[config.mk]
export PLATFORM = sky130hd
export DESIGN_NAME = intersection_phase_sched_flat
export DESIGN_NICKNAME = d
export VERILOG_FILES = /design/src/rtl/intersection_phase_sched_if.sv /design/src/rtl/intersection_phase_sched.sv /design/src/flat_wrapper.sv
export SDC_FILE = /design/constraint.sdc
export NUM_CORES = 1
export LEC_CHECK = 0
export CAP_MARGIN = 40
export CORE_MARGIN = 2
export CORE_UTILIZATION = 60
export CTS_BUF_LIST = sky130_fd_sc_hd__clkbuf_8
export DETAILED_ROUTE_END_ITERATION = 10
export DONT_BUFFER_PORTS = 1
export PLACE_DENSITY_LB_ADDON = 0.12
export SLEW_MARGIN = 10
export SYNTH_ARGS = -nofsm -noshare
export SYNTH_HDL_FRONTEND = slang
export SYNTH_SLANG_ARGS = --single-unit
[constraint.sdc]
create_clock -name clk -period 5.66 [get_ports clk]
set_input_delay 1.698 -clock clk [delete_from_list [all_inputs] [get_ports clk]]
set_output_delay 1.698 -clock clk [all_outputs]
set_load 0.03 [all_outputs]
[src/rtl/intersection_phase_sched_if.sv]
// intersection_phase_sched_if: config, sensor and light/phase status bundle for the scheduler.
// Carries the pedestrian walk signals only when PED_WALK_EN is defined.
interface intersection_phase_sched_if #(
  parameter int CNT_W = 8
);
  logic [CNT_W-1:0] cfg_green_ns;
  logic [CNT_W-1:0] cfg_green_ew;
  logic [CNT_W-1:0] cfg_yellow;
  logic [CNT_W-1:0] cfg_allred;
  logic             ew_req;
  logic [1:0]       ns_light;
  logic [1:0]       ew_light;
  logic [2:0]       phase;
  logic [CNT_W-1:0] time_left;
  logic             ew_ack;
`ifdef PED_WALK_EN
  logic             ped_req;
  logic [CNT_W-1:0] cfg_walk;
  logic             walk;
  modport master (
    output cfg_green_ns, cfg_green_ew, cfg_yellow, cfg_allred, ew_req, ped_req, cfg_walk,
    input  ns_light, ew_light, phase, time_left, ew_ack, walk
  );
  modport slave (
    input  cfg_green_ns, cfg_green_ew, cfg_yellow, cfg_allred, ew_req, ped_req, cfg_walk,
    output ns_light, ew_light, phase, time_left, ew_ack, walk
  );
`else
  modport master (
    output cfg_green_ns, cfg_green_ew, cfg_yellow, cfg_allred, ew_req,
    input  ns_light, ew_light, phase, time_left, ew_ack
  );
  modport slave (
    input  cfg_green_ns, cfg_green_ew, cfg_yellow, cfg_allred, ew_req,
    output ns_light, ew_light, phase, time_left, ew_ack
  );
`endif
endinterface

[src/rtl/intersection_phase_sched.sv]
// intersection_phase_sched: NS/EW phase sequencer with per-phase down-counter and latched side-road request.
// Optional pedestrian walk phase after ALL_RED_2 when PED_WALK_EN is defined.
module intersection_phase_sched #(
  parameter int CNT_W      = 8,
  parameter int ALLRED_RST = 3
) (
  input  logic                      clk,
  input  logic                      reset_n,
  intersection_phase_sched_if.slave bus
);
  typedef enum logic [2:0] {
    NS_GREEN  = 3'd0,
    NS_YELLOW = 3'd1,
    ALL_RED_1 = 3'd2,
    EW_GREEN  = 3'd3,
    EW_YELLOW = 3'd4,
    ALL_RED_2 = 3'd5,
    PED_WALK  = 3'd6
  } phase_e;
  localparam logic [1:0] RED = 2'd0, GREEN = 2'd1, YELLOW = 2'd2;
  phase_e           phase_q, phase_d;
  logic [CNT_W-1:0] time_left_q, time_left_d, cfg_walk;
  logic             ew_pend_q, ew_pend_d, ew_ack_q, ew_ack_d, ped_go, tz, changing;
`ifdef PED_WALK_EN
  logic             ped_pend_q, ped_pend_d;
  assign ped_go   = ped_pend_q;
  assign cfg_walk = bus.cfg_walk;
  assign bus.walk = phase_q == PED_WALK;
`else
  assign ped_go   = 1'b0;
  assign cfg_walk = '0;
`endif
  assign tz       = time_left_q == '0;
  assign changing = phase_d != phase_q;
  always_comb begin
    phase_d = phase_q;
    if (tz) begin
      unique case (phase_q)
        NS_GREEN:  phase_d = (ew_pend_q || ped_go) ? NS_YELLOW : NS_GREEN;
        NS_YELLOW: phase_d = ALL_RED_1;
        ALL_RED_1: phase_d = EW_GREEN;
        EW_GREEN:  phase_d = EW_YELLOW;
        EW_YELLOW: phase_d = ALL_RED_2;
        ALL_RED_2: phase_d = ped_go ? PED_WALK : NS_GREEN;
        default:   phase_d = NS_GREEN;
      endcase
    end
  end
  // New phase loads its cfg once on entry; otherwise count down and rest at zero.
  always_comb begin
    time_left_d = !changing ? (tz ? '0 : time_left_q - 1'b1)
                : phase_d == NS_GREEN ? bus.cfg_green_ns
                : phase_d == EW_GREEN ? bus.cfg_green_ew
                : (phase_d == NS_YELLOW || phase_d == EW_YELLOW) ? bus.cfg_yellow
                : (phase_d == ALL_RED_1 || phase_d == ALL_RED_2) ? bus.cfg_allred
                : cfg_walk;
    ew_ack_d    = changing && phase_d == EW_GREEN;
    ew_pend_d   = bus.ew_req || (ew_pend_q && !ew_ack_q);
`ifdef PED_WALK_EN
    ped_pend_d  = bus.ped_req || (ped_pend_q && !(changing && phase_d == PED_WALK));
`endif
  end
  always_ff @(posedge clk or negedge reset_n) begin
    if (!reset_n) begin
      phase_q     <= ALL_RED_2;
      time_left_q <= CNT_W'(ALLRED_RST);
      ew_pend_q   <= 1'b0;
      ew_ack_q    <= 1'b0;
    end else begin
      phase_q     <= phase_d;
      time_left_q <= time_left_d;
      ew_pend_q   <= ew_pend_d;
      ew_ack_q    <= ew_ack_d;
    end
  end
`ifdef PED_WALK_EN
  always_ff @(posedge clk or negedge reset_n) begin
    if (!reset_n) ped_pend_q <= 1'b0;
    else ped_pend_q <= ped_pend_d;
  end
`endif
  assign bus.ns_light  = phase_q == NS_GREEN ? GREEN : phase_q == NS_YELLOW ? YELLOW : RED;
  assign bus.ew_light  = phase_q == EW_GREEN ? GREEN : phase_q == EW_YELLOW ? YELLOW : RED;
  assign bus.phase     = phase_q;
  assign bus.time_left = time_left_q;
  assign bus.ew_ack    = ew_ack_q;
endmodule

[src/flat_wrapper.sv]
// flat-port wrapper written by rule: the top's interface ports become plain ports
module intersection_phase_sched_flat 
#(
  parameter int CNT_W      = 8,
  parameter int ALLRED_RST = 3
)
  (clk, reset_n, bus_cfg_green_ns, bus_cfg_green_ew, bus_cfg_yellow, bus_cfg_allred, bus_ew_req, bus_ns_light, bus_ew_light, bus_phase, bus_time_left, bus_ew_ack);
  intersection_phase_sched_if #(.CNT_W(CNT_W)) bus_i ();
  input  logic clk;
  input  logic reset_n;
  input wire logic [$bits(bus_i.cfg_green_ns)-1:0] bus_cfg_green_ns;
  input wire logic [$bits(bus_i.cfg_green_ew)-1:0] bus_cfg_green_ew;
  input wire logic [$bits(bus_i.cfg_yellow)-1:0] bus_cfg_yellow;
  input wire logic [$bits(bus_i.cfg_allred)-1:0] bus_cfg_allred;
  input wire logic [$bits(bus_i.ew_req)-1:0] bus_ew_req;
  output wire logic [$bits(bus_i.ns_light)-1:0] bus_ns_light;
  output wire logic [$bits(bus_i.ew_light)-1:0] bus_ew_light;
  output wire logic [$bits(bus_i.phase)-1:0] bus_phase;
  output wire logic [$bits(bus_i.time_left)-1:0] bus_time_left;
  output wire logic [$bits(bus_i.ew_ack)-1:0] bus_ew_ack;
  assign bus_i.cfg_green_ns = bus_cfg_green_ns;
  assign bus_i.cfg_green_ew = bus_cfg_green_ew;
  assign bus_i.cfg_yellow = bus_cfg_yellow;
  assign bus_i.cfg_allred = bus_cfg_allred;
  assign bus_i.ew_req = bus_ew_req;
  assign bus_ns_light = bus_i.ns_light;
  assign bus_ew_light = bus_i.ew_light;
  assign bus_phase = bus_i.phase;
  assign bus_time_left = bus_i.time_left;
  assign bus_ew_ack = bus_i.ew_ack;
  intersection_phase_sched #(.CNT_W(CNT_W), .ALLRED_RST(ALLRED_RST)) u_core (.clk(clk), .reset_n(reset_n), .bus(bus_i));
endmodule
# [Yosys cells after proc, flatten, opt, wreduce, memory -nomap -nowiden]
# Cells that the tools add are included.
[totals] in_bits=35 ff_bits=13 elab_cells=37 out_inout_bits=16
[classes] reduce_logical=9 n_addsub=1 muxes=13 n_eq_ne=10
[op_table] cell="8-bit 2-to-1 mux" count=6
[op_table] cell="3-bit one-hot mux with 5 select lines" count=1
[op_table] cell="3-bit by 2-bit == test with 1-bit output (second input constant)" count=4
[op_table] cell="3-bit == test (second input constant)" count=3
[op_table] cell="8-bit logical NOT" count=1
[op_table] cell="2-bit 2-to-1 mux" count=4
[op_table] cell="8-bit by 1-bit subtractor with 8-bit output (second input constant)" count=1
[op_table] cell="3-bit by 1-bit == test with 1-bit output (second input constant)" count=2
[op_table] cell="3-bit logical NOT" count=2
[op_table] cell="1-bit logical OR" count=3
[op_table] cell="3-bit 2-to-1 mux" count=1
[op_table] cell="3-bit != test" count=1
[op_table] cell="1-bit logical AND" count=2
[op_table] cell="1-bit logical NOT" count=1
[op_table] cell="1-bit 2-to-1 mux" count=1

# [Longest topological paths before layout]
# Gate-level depths: netlist of the first run.
[depth] ltp_word=10 depth_mapped=9 mapped_depth_nobuf=7

# [Worst setup path after synthesis of the first run]
# No wires, ideal clock.
[synth_path] path_kind="register to output" from="reg u_core.phase_q[0] (netlist: u_core.bus.phase[0])" to="out bus_ns_light[1]" slack_ns=2.219 path_buffers=1 stages_incl_launch_ff=3 required_time_ns=3.962 t_arrival_ns=1.743 cell_sequence="dfstp_2 > clkbuf_1 > nor3b_1"
[synth_via] elab_chain_len=3 word_cells_on_any_way=4
[synth_lines] item="start, declared" line="intersection_phase_sched.sv:21" rtl="phase_e phase_q, phase_d;"
[synth_lines] item="start signal, assigned" line="intersection_phase_sched.sv:70" rtl="phase_q <= phase_d;"
[synth_lines] item="3-bit by 1-bit == test with 1-bit output" line="intersection_phase_sched.sv:82" rtl="assign bus.ns_light = phase_q == NS_GREEN ? GREEN : phase_q == NS_YELLOW ? YELLOW : RED;"
[synth_lines] item="2-bit 2-to-1 mux" line="intersection_phase_sched.sv:82"
[synth_lines] item="2-bit 2-to-1 mux (*)" line="intersection_phase_sched.sv:82"
[synth_lines] item="end, declared" line="flat_wrapper.sv:16" rtl="output wire logic [$bits(bus_i.ns_light)-1:0] bus_ns_light;"
# Every way passes the cells marked *; elsewhere a longest branch is shown, timed or not.

# [Final worst setup path of the first run]
# Same ends and word-level chain as after synthesis.

==> flow_metrics.env, run 1 <==
export IMPL_maxSlewViolCount=0
export IMPL_htreeDepth=1
export IMPL_yosysUniqueCellTypes=44
export IMPL_crit_slowest_cell="dfstp_2"
export IMPL_r2r_start="u_core.bus.time_left[3]"
export IMPL_grt_util_met3_pct=4.23
export IMPL_cts_tree="done"
export IMPL_setup_viol=0
export IMPL_n_antenna_cell=0
export IMPL_final_layout_size_suffix_gt1_share_pct=17.2
export IMPL_grt_use_total_pct=28.0
export IMPL_ant_nets=0
export IMPL_rr_worst_depth=6
export IMPL_tns_ps=0
export IMPL_p_leak_nw=0.421
export IMPL_initial_core_util_pct=63.6
export IMPL_arrival_ps=1680
export IMPL_viasPerCell=7.02
export IMPL_fp_dieArea_um2=2190
export IMPL_die_w_um=46.8
export IMPL_yosys_area_share_simple_pct=20.8
export IMPL_cpPeakStageDelay_ps=810
export IMPL_synth_top_family_by_area="compound AO/OA/AOI/OAI gates"
export IMPL_wl_um=2850
export IMPL_peakVddDrop_mv=0.110
export IMPL_min_path_type="reg2reg"
export IMPL_cts_clk_slew_worst_paths_ps=60
export IMPL_grt_pass1_vias=922
export IMPL_cellPowerDensity_nw_per_um2=152
export IMPL_status="complete, no violations"
export IMPL_port_buffer_count=0
export IMPL_synth_cells=128
export IMPL_slew_headroom_pct=46.8
export IMPL_syn_to_final_growth_pct=5.93
export IMPL_synth_compound_area_share_pct=35.7
export IMPL_drtIter0Drc=39
export IMPL_layout_nets=166
export IMPL_endpoint_kind="output port"
export IMPL_io_pins=51
export IMPL_groute_layer_met1_usage_pct=41.5
export IMPL_clkLatencyLatePin_ps=240
export IMPL_required_ps=3960
export IMPL_r2r_end="u_core.bus.time_left[3]"
export IMPL_dp_cells=149
export IMPL_hold_buffers=0
export IMPL_skew_ps=3.03
export IMPL_synth_xor_area_share_pct=3.99
export IMPL_synth_nets=165
export IMPL_cts_buffer_depth=2
export IMPL_route_detailed_wl_per_inst_um=18.6
export IMPL_grt_pass1_wl_um=4300
export IMPL_synth_edf_count=0
export IMPL_placementRows=15
export IMPL_startpoint_type="flip-flop"
export IMPL_critical_path_endpoint="bus_ns_light[1]"
export IMPL_hpwl_um=2120
export IMPL_met2_usage_pct=41.6
export IMPL_syn_avg_cell_area_um2=8.57
export IMPL_finish_utilization_pct=67.3
export IMPL_synth_top_area_share_pct=20.5
export IMPL_synth_area_leader_cell="dfrtp_1"
export IMPL_drc=0
export IMPL_antenna_found_initial=0
export IMPL_busiest_layer="met2"
export IMPL_critical_path_class="reg2out"
export IMPL_grt_overflow=0
export IMPL_final_hold_violation_count=0
export IMPL_numCtsBuffers=3
export IMPL_die_h_um=46.8
export IMPL_min_period_ps=3370
export IMPL_synth_area_leaders="dfrtp_1 (21%), dfstp_2 (9.6%), a221oi_1 (6.4%), o21ai_0 (6.4%), o211ai_1 (4.1%)"
export IMPL_post_route_period_util_pct=59.6
export IMPL_grt_max_degree=22
export IMPL_core_area_um2=1730
export IMPL_cts_setup_buffers=0
export IMPL_path_max_fanout=20
export IMPL_drv_cap=0
export IMPL_setup_ws_ps=2290
export IMPL_worstPathCellList="nor3b_1, buf_2"
export IMPL_vias=1074
export IMPL_root_buffer="clkbuf_8"
export IMPL_post_cts_resized=0
export IMPL_rrSetupSlack_ps=2590
export IMPL_dp_worst_setup_slack_ps=2560
export IMPL_clock_sinks=13
export IMPL_ys_flop_type="dfrtp_1"
export IMPL_finalWeightedCongestion=0.834
export IMPL_fin_cells=153
export IMPL_tightest_slew_ps=792
export IMPL_synth_area_um2=1100
export IMPL_fill_cells=156
export IMPL_detail_route_first_pass_iterations=4
export IMPL_muxShareOfSynthArea_pct=0.912
export IMPL_yosys_register_bits=13
export IMPL_synth_fa_ha_area_share_pct=2.28
export IMPL_yosysSeqAreaShare_pct=30.1
export IMPL_async_flop_share_pct=100
export IMPL_max_freq_mhz=296
export IMPL_crit_start="u_core.bus.phase[0]"
export IMPL_rsz0062_at_grt="false"
export IMPL_ys_warn_count=0
-- cells in the mapped netlist, drive strengths merged, types with 2 or more instances --
cell type  instances
nor3b              3
dfrtp              9
or3b               4
ha                 2
nor3               4
xnor2              4
o2111ai            3
a21o               4
inv                7
a221oi             8
o221ai             2
nor4               4
o21ai             15
nand3              2
nor2               5
clkbuf             9
a21oi              4
dfstp              4
o211ai             6
or4                2
nand2              7
-- area by class of cell --
cell class	count	area, um2	area share (%)
Multi-Input combinational cell	98	698	60.1
Sequential cell	13	330	28.4
Inverter	7	26.3	2.26
Tap cell	25	31.3	2.69
Clock inverter	1	3.75	0.323
Timing Repair Buffer	6	31.3	2.69
Clock buffer	3	41.3	3.55
-- how the worst min path moves through the flow --
stage	from	endpoint	slack (ps)	depth (start not counted)
3_5_place_dp	u_core.bus.time_left[0]	u_core.bus.time_left[0]	670	1
6_report	u_core.bus.time_left[0]	u_core.bus.time_left[0]	680	1
4_1_cts	u_core.ew_pend_q	u_core.ew_pend_q	680	1
3_3_place_gp	u_core.ew_pend_q	u_core.ew_pend_q	640	1
5_1_grt	u_core.bus.time_left[0]	u_core.bus.time_left[0]	700	1
2_1_floorplan	u_core.ew_pend_q	u_core.ew_pend_q	570	1
-- routing by layer --
layer	up-vias	share of wire [%]
met2	55	48
met5	-	0
li1	505	-
met1	510	44
met3	4	6.9
met4	0	1.1
-- cell usage in the layout (no fill, tap or decap), drive strengths merged, types with 2 or more instances in the layout --
master | netlist | routed
nor2 | 5 | 5
nand3 | 2 | 2
inv | 7 | 8
nand2 | 7 | 7
xnor2 | 4 | 4
nor4 | 4 | 4
o2111ai | 3 | 3
nor3 | 4 | 4
o21ai | 15 | 15
clkbuf | 9 | 3
a21oi | 4 | 4
dfrtp | 9 | 9
nor3b | 3 | 3
buf | 1 | 6
or4 | 2 | 2
dfstp | 4 | 4
or3b | 4 | 4
a221oi | 8 | 8
ha | 2 | 2
a21o | 4 | 4
o211ai | 6 | 6
o221ai | 2 | 2
-- flip-flops by register name, indices dropped and copies added (netlist names) --
| name | count |
|---|---|
| u_core.bus.time_left | 8 |
| u_core.ew_pend_q | 1 |
| u_core.bus.ew_ack | 1 |
| u_core.bus.phase | 3 |
-- cells by family (layout without fill, tap and decap cells) --
logic type               Yosys count  in the layout
AND/OR/NAND/NOR                   38             38
XOR/XNOR                           5              5
adder cells (fa/ha/maj)            2              2
multiplexers                       1              1
buffers and inverters             17             17
AO/OA/AOI/OAI                     52             52
flip-flops                        13             13
-- stage by stage --
step | power [W] | hold slack (ps) | area [um2]
floorplan | 0.0000953 | 566 | 1100
global placement | 0.0000953 | 643 | 1090
detailed placement | 0.0000954 | 671 | 1120
CTS | 0.000175 | 680 | 1160
global route | 0.000183 | 700 | 1160
finish | 0.000176 | 681 | 1160
-- worst max-delay path: cells and delay by family (launching register included) --
| kind | cells | cell delay, ps |
|---|---|---|
| flops | 1 | 810 |
| simple gates | 1 | 360 |
| buf+inv | 1 | 260 |
-- power breakdown --
part	leakage, nW	internal [W]	total [W]	switching [W]
Sequential	0.141	0.0000931	0.0000931	0.0000000000000000000403
Clock	0.0269	0.0000479	0.0000826	0.0000347
Combinational	0.252	0.000000469	0.000000666	0.000000197
Total	0.421	0.000142	0.000176	0.0000349
No activity file was read; power rests on OpenSTA's default activity.
==> run 2, diff against run 1 <==
==> constraint.sdc (replaced) <==
create_clock -name clk -period 3.14 [get_ports clk]
set_input_delay 0.942 -clock clk [delete_from_list [all_inputs] [get_ports clk]]
set_output_delay 0.942 -clock clk [all_outputs]
set_load 0.03 [all_outputs]
==> run 2 against run 1 <==
  * Register-to-register slack got worse by 2100 ps
  * Sequential power increased by 80%
  * Critical endpoint unchanged
  * First-iteration DRC count increased by 82%
  * Total power increased by 83%
  * Setup slack got worse by 1900 ps
==> flow_metrics.env, run 2 (synthesis results as in run 1) <==
export IMPL_clock_sinks=13
export IMPL_cts_clk_slew_worst_paths_ps=60
export IMPL_cts_setup_buffers=0
export IMPL_hpwl_um=2210
export IMPL_drtIter0Drc=71
export IMPL_cpPeakStageDelay_ps=820
export IMPL_cts_tree="done"
export IMPL_viasPerCell=6.99
export IMPL_grt_max_degree=22
export IMPL_r2r_start="u_core.bus.time_left[2]"
export IMPL_rrSetupSlack_ps=450
export IMPL_core_area_um2=1730
export IMPL_tns_ps=0
export IMPL_path_buf_inv=1
export IMPL_cts_buffer_depth=2
export IMPL_critical_path_endpoint="bus_ns_light[1]"
export IMPL_vias=1091
export IMPL_fp_dieArea_um2=2190
export IMPL_numCtsBuffers=3
export IMPL_root_buffer="clkbuf_8"
export IMPL_die_h_um=46.8
export IMPL_slew_headroom_pct=54.6
export IMPL_post_cts_resized=0
export IMPL_arrival_ps=1840
export IMPL_io_pins=51
export IMPL_r2r_end="u_core.bus.time_left[3]"
export IMPL_dp_cells=152
export IMPL_port_buffer_count=0
export IMPL_grt_use_total_pct=29.5
export IMPL_n_antenna_cell=0
export IMPL_drv_cap=0
export IMPL_crit_start="u_core.bus.phase[0]"
export IMPL_startpoint_type="flip-flop"
export IMPL_grt_pass1_vias=1025
export IMPL_min_period_ps=2780
export IMPL_initial_core_util_pct=63.6
export IMPL_setup_viol=0
export IMPL_post_route_period_util_pct=88.6
export IMPL_peakVddDrop_mv=0.185
export IMPL_wl_um=3030
export IMPL_fin_area_um2=1190
export IMPL_layout_commonest_cell="o21ai_0"
export IMPL_grt_overflow=0
export IMPL_fill_cells=159
export IMPL_clkLatencyLatePin_ps=250
export IMPL_worstPathCellList="nor3b_1, buf_4"
export IMPL_p_leak_nw=0.435
export IMPL_rsz0062_at_grt="false"
export IMPL_fin_total_pwr_w=0.000323
export IMPL_critical_path_class="reg2out"
export IMPL_placementRows=15
export IMPL_endpoint_kind="output port"
export IMPL_cellPowerDensity_nw_per_um2=271
export IMPL_status="complete, no violations"
export IMPL_finish_utilization_pct=69.1
export IMPL_finalWeightedCongestion=0.901
export IMPL_cp_depth=2
export IMPL_rr_worst_depth=5
export IMPL_final_cell_mix="o21ai_0 (14), dfrtp_1 (9), inv_1 (8), a221oi_1 (8)"
export IMPL_crit_slowest_cell="dfstp_2"
export IMPL_die_w_um=46.8
export IMPL_syn_to_final_growth_pct=8.67
export IMPL_maxSlewViolCount=0
export IMPL_skew_ps=5.87
export IMPL_htreeDepth=1
export IMPL_tightest_slew_ps=678
export IMPL_drc=0
export IMPL_critPathTopFamily="flip-flops"
export IMPL_largest_reg_flops=8
export IMPL_detail_route_first_pass_iterations=4
export IMPL_dpl_cell_area_um2=1150
export IMPL_min_path_type="in2async"
export IMPL_antenna_found_initial=0
export IMPL_layout_nets=169
export IMPL_route_detailed_wl_per_inst_um=19.4
export IMPL_hold_buffers=0
export IMPL_ant_nets=0
export IMPL_fin_cells=156
export IMPL_final_layout_size_suffix_gt1_share_pct=19.1
export IMPL_final_hold_violation_count=0
export IMPL_max_freq_mhz=360
export IMPL_required_ps=2200
export IMPL_grt_pass1_wl_um=4490
export IMPL_path_max_fanout=20
run 2: power breakdown:
| group | leakage [nW] | total, W | internal (W) | switching (W) |
|---|---|---|---|---|
| clock network | 0.0269 | 0.000154 | 0.0000866 | 0.0000676 |
| logic | 0.267 | 0.00000124 | 0.000000846 | 0.000000394 |
| registers | 0.141 | 0.000168 | 0.000168 | 0.0000000000000000000719 |
| total | 0.435 | 0.000323 | 0.000255 | 0.0000679 |
run 2: final cells by class:
class	count	area, um2	area share, %
flip-flops and latches	13	330	27.7
repair buffers	9	61.3	5.14
inverters	7	26.3	2.20
clock buffers	3	41.3	3.46
well taps	25	31.3	2.62
multi-input cells	98	698	58.6
clock inverters	1	3.75	0.315
run 2: how the worst min path moves through the flow:
stage / endpoint / slack [ps] / from / depth (start not counted)
6_report: u_core.bus.time_left[5] / 380 / reset_n / 0
5_1_grt: u_core.bus.time_left[5] / 380 / reset_n / 0
4_1_cts: u_core.bus.time_left[5] / 380 / reset_n / 0
3_5_place_dp: u_core.ew_pend_q / 650 / reset_n / 0
3_3_place_gp: u_core.ew_pend_q / 650 / reset_n / 0
2_1_floorplan: u_core.ew_pend_q / 570 / u_core.ew_pend_q / 1
run 2: per-layer routing:
metal	vias to the layer above	track usage, %	share of wire, %
met3	16	6.15	8.7
met4	0	19.4	3.3
met2	65	43.3	48
li1	506	-	-
met1	504	39.1	40
met5	-	0	0
run 2: metrics by stage:
step                setup slack [ps]  hold slack [ps]
floorplan                        390              566
global placement                 566              647
detailed placement               499              647
CTS                              438              384
global route                     272              379
finish                           358              379
==> run 3, diff against run 2 <==
--- a/config.mk
+++ b/config.mk
@@ -5,9 +5,10 @@
 export SDC_FILE = /design/constraint.sdc
 export NUM_CORES = 1
 export LEC_CHECK = 0
+export ABC_AREA = 0
 export CAP_MARGIN = 40
 export CORE_MARGIN = 2
-export CORE_UTILIZATION = 60
+export CORE_UTILIZATION = 30
 export CTS_BUF_LIST = sky130_fd_sc_hd__clkbuf_8
 export DETAILED_ROUTE_END_ITERATION = 10
 export DONT_BUFFER_PORTS = 1
==> run 3 against run 2 <==
  * Cell count is 13% higher
  * Critical endpoint is now bus_ew_light[1]
  * Cell area is 2.7% higher
  * Total power fell by 0.87%
  * Critical path depth stayed put
  * Count of clock-buffer cells in the layout did not move
  * Critical path type unchanged
  * Hold slack better by 7.9 ps
  * First-iteration DRC count shrank 51%
  * Register-to-register slack improved by 90 ps
  * Core utilization decreased by 33 points
  * Via count fell by 2.1%
==> flow_metrics.env, run 3 (synthesis results as in run 1) <==
export IMPL_placementRows=21
export IMPL_finish_utilization_pct=35.9
export IMPL_maxSlewViolCount=0
export IMPL_io_pins=51
export IMPL_clock_sinks=13
export IMPL_htreeDepth=1
export IMPL_drv_cap=0
export IMPL_fp_dieArea_um2=4160
export IMPL_skew_ps=2.32
export IMPL_layout_nets=169
export IMPL_syn_to_final_growth_pct=11.6
export IMPL_numCtsBuffers=3
export IMPL_post_cts_resized=0
export IMPL_ant_nets=0
export IMPL_vias=1068
export IMPL_root_buffer="clkbuf_8"
export IMPL_core_area_um2=3420
export IMPL_peakVddDrop_mv=0.0752
export IMPL_required_ps=2200
export IMPL_wl_um=3460
export IMPL_grt_pass1_wl_um=5730
export IMPL_cts_setup_buffers=0
export IMPL_die_h_um=64.5
export IMPL_final_hold_violation_count=0
export IMPL_startpoint_type="flip-flop"
export IMPL_n_antenna_cell=0
export IMPL_hold_buffers=0
export IMPL_final_layout_size_suffix_gt1_share_pct=19.8
export IMPL_largest_reg_flops=8
export IMPL_cts_buffer_depth=2
export IMPL_grt_max_degree=22
export IMPL_viasPerCell=6.03
export IMPL_p_leak_nw=0.440
export IMPL_critical_path_class="reg2out"
export IMPL_tns_ps=0
export IMPL_post_route_period_util_pct=84.5
export IMPL_dp_worst_setup_slack_ps=562
export IMPL_cellPowerDensity_nw_per_um2=262
export IMPL_finalWeightedCongestion=0.755
export IMPL_antenna_found_initial=0
export IMPL_hpwl_um=2710
export IMPL_port_buffer_count=0
export IMPL_final_cell_mix="o21ai_0 (14), buf_4 (9), dfrtp_1 (9), inv_1 (8), a221oi_1 (8)"
export IMPL_grt_overflow=0
export IMPL_layout_commonest_cell="o21ai_0"
export IMPL_die_w_um=64.5
export IMPL_initial_core_util_pct=32.1
export IMPL_path_max_fanout=21
export IMPL_route_detailed_wl_per_inst_um=19.5
export IMPL_detail_route_first_pass_iterations=4
export IMPL_setup_viol=0
export IMPL_drtIter0Drc=35
export IMPL_grt_pass1_vias=1135
export IMPL_min_path_type="in2async"
export IMPL_drc=0
export IMPL_slew_headroom_pct=49.2
export IMPL_tightest_slew_ps=762
export IMPL_rsz0062_at_grt="false"
export IMPL_cts_clk_slew_worst_paths_ps=60
export IMPL_min_period_ps=2650
export IMPL_max_freq_mhz=377
export IMPL_fin_area_um2=1220
export IMPL_grt_use_total_pct=17.9
export IMPL_clkLatencyLatePin_ps=240
export IMPL_endpoint_kind="output port"
export IMPL_dpl_cell_area_um2=1180
export IMPL_status="complete, no violations"
export IMPL_cts_tree="done"
export IMPL_arrival_ps=1710
export IMPL_setup_ws_ps=488
[run 3: worst paths after layout]
path | start | to | slack (ps) | cells past startpoint
max | u_core.bus.phase[2] | bus_ew_light[1] | 490 | 2
min in group clk | u_core.ew_pend_q | u_core.ew_pend_q | 680 | 1
min | reset_n | u_core.bus.ew_ack | 390 | 0
min reg2reg | u_core.ew_pend_q | u_core.ew_pend_q | 680 | 1
max in group asynchronous | reset_n | u_core.bus.time_left[1] | 2580 | 0
max reg2reg | u_core.bus.time_left[0] | u_core.bus.time_left[4] | 540 | 7
[run 3: final cells by class]
cell class	count	area, um2
clock buffers	3	41.3
inverters	7	26.3
flip-flops and latches	13	330
well taps	46	57.6
multi-input cells	98	698
repair buffers	9	67.6
fillers	382	2190
clock inverters	1	3.75
[run 3: critical path: stages (launching register included)]
cell     delay (ps)
dfstp_2         870
nor3b_1         370
buf_4           230
[run 3: through the flow]
step / power, W / hold WS, ps / cells
6_report: 0.000320 / 387 / 177
5_1_grt: 0.000333 / 374 / 177
4_1_cts: 0.000321 / 386 / 177
3_5_place_dp: 0.000172 / 647 / 173
3_3_place_gp: 0.000172 / 647 / 173
2_1_floorplan: 0.000172 / 566 / 128
[run 3: layer usage]
layer	vias to the layer above	share of wire, %	wire length, um	global-route usage, %
li1	509	-	-	-
met1	523	43	1490	22.5
met2	31	50	1730	29.6
met3	5	5.5	191	3.82
met4	0	1.2	42	7.71
met5	-	0	0	0
[run 3: report_power, final]
part	leakage [nW]	internal [W]	switching [W]
clock	0.0269	0.0000864	0.0000650
sequential	0.141	0.000168	0.0000000000000000000686
combinational	0.272	0.000000846	0.000000377
total	0.440	0.000255	0.0000653
